### config.mk
export PLATFORM = sky130hd
export DESIGN_NAME = mem_responder_flat
export DESIGN_NICKNAME = d
export VERILOG_FILES = /design/src/rtl/mem_responder_if.sv /design/src/rtl/mem_responder.sv /design/src/flat_wrapper.sv
export SDC_FILE = /design/constraint.sdc
export NUM_CORES = 1
export LEC_CHECK = 0
export ABC_CLOCK_PERIOD_IN_PS = 4000
export BUFFER_PORTS_ARGS = -buffer_cell sky130_fd_sc_hd__buf_4
export CAP_MARGIN = 15
export CORE_MARGIN = 1.5
export CORE_UTILIZATION = 55
export DETAILED_ROUTE_END_ITERATION = 16
export GPL_TIMING_DRIVEN = 0
export PLACE_DENSITY = 0.73
export RECOVER_POWER = 100
export SYNTH_ARGS = -nofsm -noshare
export SYNTH_HDL_FRONTEND = slang
export SYNTH_SLANG_ARGS = --single-unit
### constraint.sdc
create_clock -name clk -period 4 [get_ports clk]
set_clock_uncertainty 0.1 [all_clocks]
set_input_delay 0.8 -clock clk [delete_from_list [all_inputs] [get_ports clk]]
set_output_delay 0.8 -clock clk [all_outputs]
set_load 0.03 [all_outputs]
### src/rtl/mem_responder_if.sv
// Request/response bus between control_unit and mem_responder.
// The zero flag exists only when ZERO_FLAG_EN is defined.
interface mem_responder_if;
  logic       rd;
  logic       wr;
  logic [2:0] addr;
  logic [8:0] data_in;
  logic [8:0] data_out;
  logic       ack;
  logic       busy;
  logic       err;
`ifdef ZERO_FLAG_EN
  logic       zero;
`endif

  modport master (
    output rd, wr, addr, data_in,
`ifdef ZERO_FLAG_EN
    input  zero,
`endif
    input  data_out, ack, busy, err
  );

  modport slave (
    input  rd, wr, addr, data_in,
`ifdef ZERO_FLAG_EN
    output zero,
`endif
    output data_out, ack, busy, err
  );
endinterface

### src/rtl/mem_responder.sv
// 8 x 9-bit register file answering single rd/wr requests with an ack pulse.
// Optional ZERO_FLAG_EN adds a zero flag derived from the registered data_out.
module mem_responder (
  input  logic            clk,
  input  logic            rst_n,
  mem_responder_if.slave  bus
);
  localparam int DEPTH = 8;
  localparam int DW    = 9;
  localparam int AW    = 3;

  typedef enum logic [1:0] {IDLE, RD, WR, ACK} state_t;

  typedef struct packed {
    logic [AW-1:0] addr;
    logic [DW-1:0] data;
  } req_t;

  state_t                    state, state_nxt;
  req_t                      req_q, req_nxt;
  logic [DEPTH-1:0][DW-1:0]  mem;
  logic [DW-1:0]             data_out_q;
  logic                      ack_q;
  logic                      err_q, err_nxt;

  always_comb begin
    state_nxt = state;
    req_nxt   = req_q;
    err_nxt   = 1'b0;
    case (state)
      IDLE: begin
        if (bus.rd && bus.wr) begin
          err_nxt = 1'b1;
        end else if (bus.rd) begin
          req_nxt.addr = bus.addr;
          state_nxt    = RD;
        end else if (bus.wr) begin
          req_nxt   = '{addr: bus.addr, data: bus.data_in};
          state_nxt = WR;
        end
      end
      RD, WR:  state_nxt = ACK;
      ACK:     state_nxt = IDLE;
      default: state_nxt = IDLE;
    endcase
  end

  // ack is registered off the ACK state, so it lands while the FSM is
  // already back in IDLE and the next request can be taken on that edge.
  always_ff @(posedge clk or negedge rst_n) begin
    if (!rst_n) begin
      state      <= IDLE;
      req_q      <= '0;
      data_out_q <= '0;
      ack_q      <= 1'b0;
      err_q      <= 1'b0;
      mem        <= '0;
    end else begin
      state <= state_nxt;
      req_q <= req_nxt;
      err_q <= err_nxt;
      ack_q <= (state == ACK);
      if (state == RD) data_out_q <= mem[req_q.addr];
      if (state == WR) mem[req_q.addr] <= req_q.data;
    end
  end

  assign bus.data_out = data_out_q;
  assign bus.ack      = ack_q;
  assign bus.err      = err_q;
  assign bus.busy     = (state != IDLE);

`ifdef ZERO_FLAG_EN
  assign bus.zero = (data_out_q == '0);
`endif
endmodule
### src/flat_wrapper.sv
// flat-port wrapper written by rule: the top's interface ports become plain ports
module mem_responder_flat 
  (clk, rst_n, bus_rd, bus_wr, bus_addr, bus_data_in, bus_data_out, bus_ack, bus_busy, bus_err);
  mem_responder_if bus_i ();
  input  logic clk;
  input  logic rst_n;
  input wire logic [$bits(bus_i.rd)-1:0] bus_rd;
  input wire logic [$bits(bus_i.wr)-1:0] bus_wr;
  input wire logic [$bits(bus_i.addr)-1:0] bus_addr;
  input wire logic [$bits(bus_i.data_in)-1:0] bus_data_in;
  output wire logic [$bits(bus_i.data_out)-1:0] bus_data_out;
  output wire logic [$bits(bus_i.ack)-1:0] bus_ack;
  output wire logic [$bits(bus_i.busy)-1:0] bus_busy;
  output wire logic [$bits(bus_i.err)-1:0] bus_err;
  assign bus_i.rd = bus_rd;
  assign bus_i.wr = bus_wr;
  assign bus_i.addr = bus_addr;
  assign bus_i.data_in = bus_data_in;
  assign bus_data_out = bus_i.data_out;
  assign bus_ack = bus_i.ack;
  assign bus_busy = bus_i.busy;
  assign bus_err = bus_i.err;
  mem_responder u_core (.clk(clk), .rst_n(rst_n), .bus(bus_i));
endmodule
Yosys cells after proc, flatten, opt, wreduce, memory -nomap -nowiden
Cells that the tools add are included.
{"block": "totals", "regBits": 97, "latchBits": 0, "ram_bits": 0, "mem_bits_ro": 0, "in_bits": 16, "word_cells": 45, "mem_count": 0}
{"block": "op_classes", "addsub": 0, "multipliers": 0, "div_mod_pow": 0, "order_cmp": 2, "n_eq_ne": 5, "n_shift": 0, "mux": 13, "n_bitwise": 2, "reduce_logical": 9}
{"cell": "72-bit bitwise mux", "n": 1}
{"cell": "9-bit binary-select mux with 3-bit select", "n": 1}
{"cell": "9-bit demux with 3-bit select", "n": 1}
{"cell": "9-bit two-way mux", "n": 2}
{"cell": "12-bit two-way mux", "n": 1}
{"cell": "2-bit two-way mux", "n": 3}
{"cell": "2-bit one-hot mux with 3 select lines", "n": 1}
{"cell": "2-bit == test, second input constant", "n": 2}
{"cell": "3-bit by 4-bit < comparator with 1-bit output, second input constant", "n": 1}
{"cell": "4-bit AND reduction", "n": 1}
{"cell": "2-bit nonzero test", "n": 2}
{"cell": "3-bit by 1-bit greater-or-equal comparator with 1-bit output, second input constant", "n": 1}
{"cell": "3-bit two-way mux", "n": 1}
{"cell": "3-bit inequality test, second input constant", "n": 1}
{"cell": "3-bit AND reduction", "n": 1}
{"cell": "2-bit by 1-bit == test with 1-bit output, second input constant", "n": 1}
{"cell": "1-bit logical AND", "n": 2}
{"cell": "2-bit logical NOT", "n": 1}
{"cell": "1-bit two-way mux", "n": 2}
{"cell": "2-bit inequality test, second input constant", "n": 1}
{"cell": "1-bit inverter", "n": 2}
{"cell": "2-bit AND reduction", "n": 1}
{"cell": "2-bit OR reduction", "n": 1}

Logic depth before layout (Yosys ltp)
{"block": "depth", "depth_word": 5, "depth_mapped": 6, "ltp_nobuf": 5}

Worst setup path before layout
No wires, ideal clock.
{"block": "synth_timing", "kind": "input -> register", "startpoint": "input port bus_wr", "endpoint": "register u_core.req_q[0] (netlist bit)", "setup_ns": 0.125, "arrival_ns": 1.890, "t_required_ns": 3.775, "setup_slack_ns": 1.885, "path_stages": 3, "path_buffers": 0, "cell_sequence": "ha_1 nor4b_4 mux2_2"}
{"block": "synth_via", "elab_chain_cells": 3}
{"item": "from (decl)", "line": "flat_wrapper.sv:8", "source": "input wire logic [$bits(bus_i.wr)-1:0] bus_wr;"}
{"item": "1-bit logical AND", "line": "mem_responder.sv:32", "source": "if (bus.rd && bus.wr) begin"}
{"item": "1-bit inverter (no source line)"}
{"item": "4-bit AND reduction (no source line) (*)"}
{"item": "to (signal assigned)", "line": "mem_responder.sv:60", "source": "req_q <= req_nxt;"}
{"item": "to (decl)", "line": "mem_responder.sv:20", "source": "req_t req_q, req_nxt;"}
Every way passes the cells marked *; elsewhere a longest branch is shown, timed or not.
A chain may end at the register's enable or synchronous reset.

Final worst setup path
{"block": "layout_timing", "startpoint": "register u_core.req_q[11] (netlist bit)", "endpoint": "register u_core.mem[13] (netlist bit)"}
{"block": "layout_via", "elab_chain_cells": 5, "elab_cells_between_ends": 6, "cone_classes": "order compare (2); mux (3); reduce/logical (1)"}
{"item": "3-bit by 4-bit < comparator with 1-bit output (implied by the code) or 3-bit by 1-bit greater-or-equal comparator with 1-bit output (tied branches)", "line": "mem_responder.sv:64", "source": "if (state == WR) mem[req_q.addr] <= req_q.data;"}
{"item": "1-bit logical AND (implied by the code)", "line": "mem_responder.sv:64"}
{"item": "9-bit two-way mux (implied by the code)", "line": "mem_responder.sv:64"}
{"item": "9-bit demux with 3-bit select (*)"}
{"item": "72-bit bitwise mux (*)", "line": "mem_responder.sv:64"}
{"item": "to (signal, indexed assignment)", "line": "mem_responder.sv:64"}
{"item": "to (decl)", "line": "mem_responder.sv:21", "source": "logic [DEPTH-1:0][DW-1:0] mem;"}
Marks and branches as above.

==> results.md <==
* CTS buffer count at 9
* #FFs+latches synth at 97
* Fin crit period at 2.47 ns
* Syn Area/Cell at 14.3 um^2
* Crit path capture: u_core.mem[13]$_DFFE_PN0P_
* # hold bufs at CTS at 0
* Post-layout worst setup margin at 1.53 ns
* Final setup violating endpoints at 0
* Crit-path cells: or2_2, clkbuf_1, nor2_1, mux2_2
* Vias in the first global route at 2584
* Initial drt markers at 105
* Ys Warns at 0
* Max FO, Critical Path at 10
* Worst reg-to-reg path cell count at 4
* Diodes inserted at 0
* Most frequent cells in the layout: dfrtp_1 (97), mux2_2 (72), mux2i_1 (36), clkbuf_1 (21)
* Top achievable clock speed at 404 MHz
* TritonCTS clock tree: built
* Pre-CTS worst setup slack at 1.47 ns
* Fin. max-slew vios at 0
* Slew headroom at 18.4%
* CP top delay family: simple AND/OR/NAND/NOR gates
* Die Area at 8440 um^2
* Ys flop type: dfrtp_1
* Number of synthesized flops with an enable pin at 0
* Reg2Reg Capture Point: u_core.mem[13]$_DFFE_PN0P_
* Setup CP Type: register to register
* Max cap viols at 0
* Power Density at 755 nW/um^2
* DR DRC count at 0
* Post-DP HPWL at 5450 um
* Layout cells sized above 1 at 31.7%
* Most common cell after layout, fill and taps aside: dfrtp_1
* IO Pins at 28
* Clk sinks at 97
* Worst Setup SP: u_core.req_q[11]$_DFFE_PN0P_
* Net count reported at finish at 365
* Slowest stage delay, CP at 0.80 ns
* Initial antenna violation count at 0
* Largest net degree at the start of global routing at 98
* Placer Congestion at 0.739
* Leakage power at 2.14 nW
* Sequential element share of the synthesized area at 55.9%
* Die width at 91.9 um
* Die height at 91.9 um
* Cell count along the critical path at 4
* Worst R2R Start: u_core.req_q[11]$_DFFE_PN0P_
* Worst Path Required at 4.15 ns
* Setup TNS at 0 ns
* Bufs on Longest Clock Path at 2
* Remaining global-route overflow at 0
* # rows at 32
* Mapped Cells at 303
* Depth of the CTS H-tree at 3
* Detail Route Antenna Nets at 0
* Maximum vdd drop at 331 uV
* First-pass GRT wire length at 13800 um
* Initial Util at 56.5%
* Slowest-stage cell, CP: nor2_1
* Hold Fails Final Rpt at 0
* Vias per Instance at 5.66
* Fillers at 636
* Setup crit start kind: register
* I/O Buffers at 27
* # resized after CTS at 0
* Buf+Inv Stages, Crit Path at 1
* Syn nets at 326
* Core box area at 7690 um^2
* Fin crit share at 61.9%
* Area growth syn-to-layout at 9.71%
* Synth unique cells at 29
* Wirelength per Cell at 18.7 um
* GR Util All Layers at 22.2%
* Crit. End Element: register
* WL final at 8380 um
* Worst Tran Pin Value at 1.22 ns
* Via count at 2541
* RSZ-0062 raised after global routing: false
* Root Buffer: clkbuf_8
* Status: finished clean
* Post-CTS setup buffer count at 0
* Async S/R FF share, synth at 100%
* DR pass1 iterations at 4
* CTS clock-pin slew for the worst setup and hold paths at 0.09 ns
* Worst Hold Class: input pin to async pin
* Worst Path Arrival at 2.62 ns
* Cell area after synthesis at 4340 um^2
* Reg2reg setup slack at 1.53 ns
* Clock Latency Late Sink at 0.36 ns
-- worst min path at each step --
stage | start | to | slack, ns | cells after the start
floorplan | u_core.mem[54]$_DFFE_PN0P_ | u_core.mem[54]$_DFFE_PN0P_ | 0.36 | 1
global placement | u_core.mem[55]$_DFFE_PN0P_ | u_core.mem[55]$_DFFE_PN0P_ | 0.37 | 1
detailed placement | u_core.mem[54]$_DFFE_PN0P_ | u_core.mem[54]$_DFFE_PN0P_ | 0.38 | 1
CTS | u_core.mem[60]$_DFFE_PN0P_ | u_core.mem[60]$_DFFE_PN0P_ | 0.40 | 1
global route | rst_n | u_core.bus.ack$_DFF_PN0_ | 0.38 | 1
finish | rst_n | u_core.bus.ack$_DFF_PN0_ | 0.34 | 1
-- layout make-up --
| cell class | count | area [um^2] | area share [%] |
|---|---|---|---|
| Clock inverter | 4 | 30.0 | 0.630 |
| Clock buffer | 12 | 135 | 2.84 |
| Multi-Input combinational cell | 189 | 1780 | 37.4 |
| Timing Repair Buffer | 28 | 185 | 3.89 |
| Sequential cell | 97 | 2430 | 50.9 |
| Inverter | 5 | 18.8 | 0.394 |
| Tap cell | 102 | 128 | 2.68 |
| Buffer | 12 | 60.1 | 1.26 |
-- metrics by stage --
stage | hold WS (ns) | instance area, um^2 | power [mW] | cells | util (%)
detailed placement | 0.381 | 4670 | 3.16 | 432 | 60.8
floorplan | 0.364 | 4340 | 2.70 | 303 | -
finish | 0.336 | 4760 | 3.60 | 449 | 62.0
global route | 0.377 | 4760 | 3.84 | 449 | 62.0
CTS | 0.400 | 4840 | 3.72 | 448 | 62.9
global placement | 0.373 | 4670 | 3.10 | 432 | 60.8
-- state kept, by name, indices dropped and copies added, names as in the netlist --
register and count:
u_core.req_q 12, u_core.bus.err 1, u_core.state 2, u_core.mem 72
u_core.bus.data_out 9, u_core.bus.ack 1
-- Yosys cell counts, types with 2 or more instances --
library cell | instances | area share [%]
buf_2 | 7 | 0.81
mux2_1 | 9 | 2.3
nor2_1 | 11 | 0.95
ha_1 | 7 | 2.0
or2_1 | 3 | 0.43
inv_1 | 5 | 0.43
a31oi_1 | 9 | 1.3
nand2b_1 | 2 | 0.29
nand2_1 | 2 | 0.17
mux2i_1 | 36 | 8.3
buf_4 | 3 | 0.52
dfrtp_1 | 97 | 56
mux2_2 | 72 | 19
o22a_1 | 18 | 3.6
a22o_1 | 3 | 0.61
a21oi_1 | 5 | 0.58
nor2_4 | 2 | 0.52
-- power by group --
part / internal [mW] / total [mW] / switching (mW)
sequential: 1.38 / 1.68 / 0.301
clock: 0.227 / 0.558 / 0.331
combinational: 0.656 / 1.36 / 0.703
-- layer usage --
metal / vias to the layer above / GRT usage, % / share of wire (%)
li1: 1181 / - / -
met1: 1298 / 29.1 / 45
met2: 50 / 36.4 / 50
met3: 12 / 3.57 / 3.2
met4: 0 / 9.87 / 2.0
met5: - / 0 / 0
-- logic make-up (layout without fill, tap and decap cells) --
logic type / after synthesis / count (layout) / share of synthesized area (%)
mux: 117 / 117 / 29.3
flops: 97 / 97 / 55.9
compound gates: 36 / 36 / 6.28
simple gates: 29 / 29 / 4.58
buf+inv: 17 / 61 / 1.93
fa+ha+maj: 7 / 7 / 2.02
Note: power is estimated with default switching activity, not from simulation.
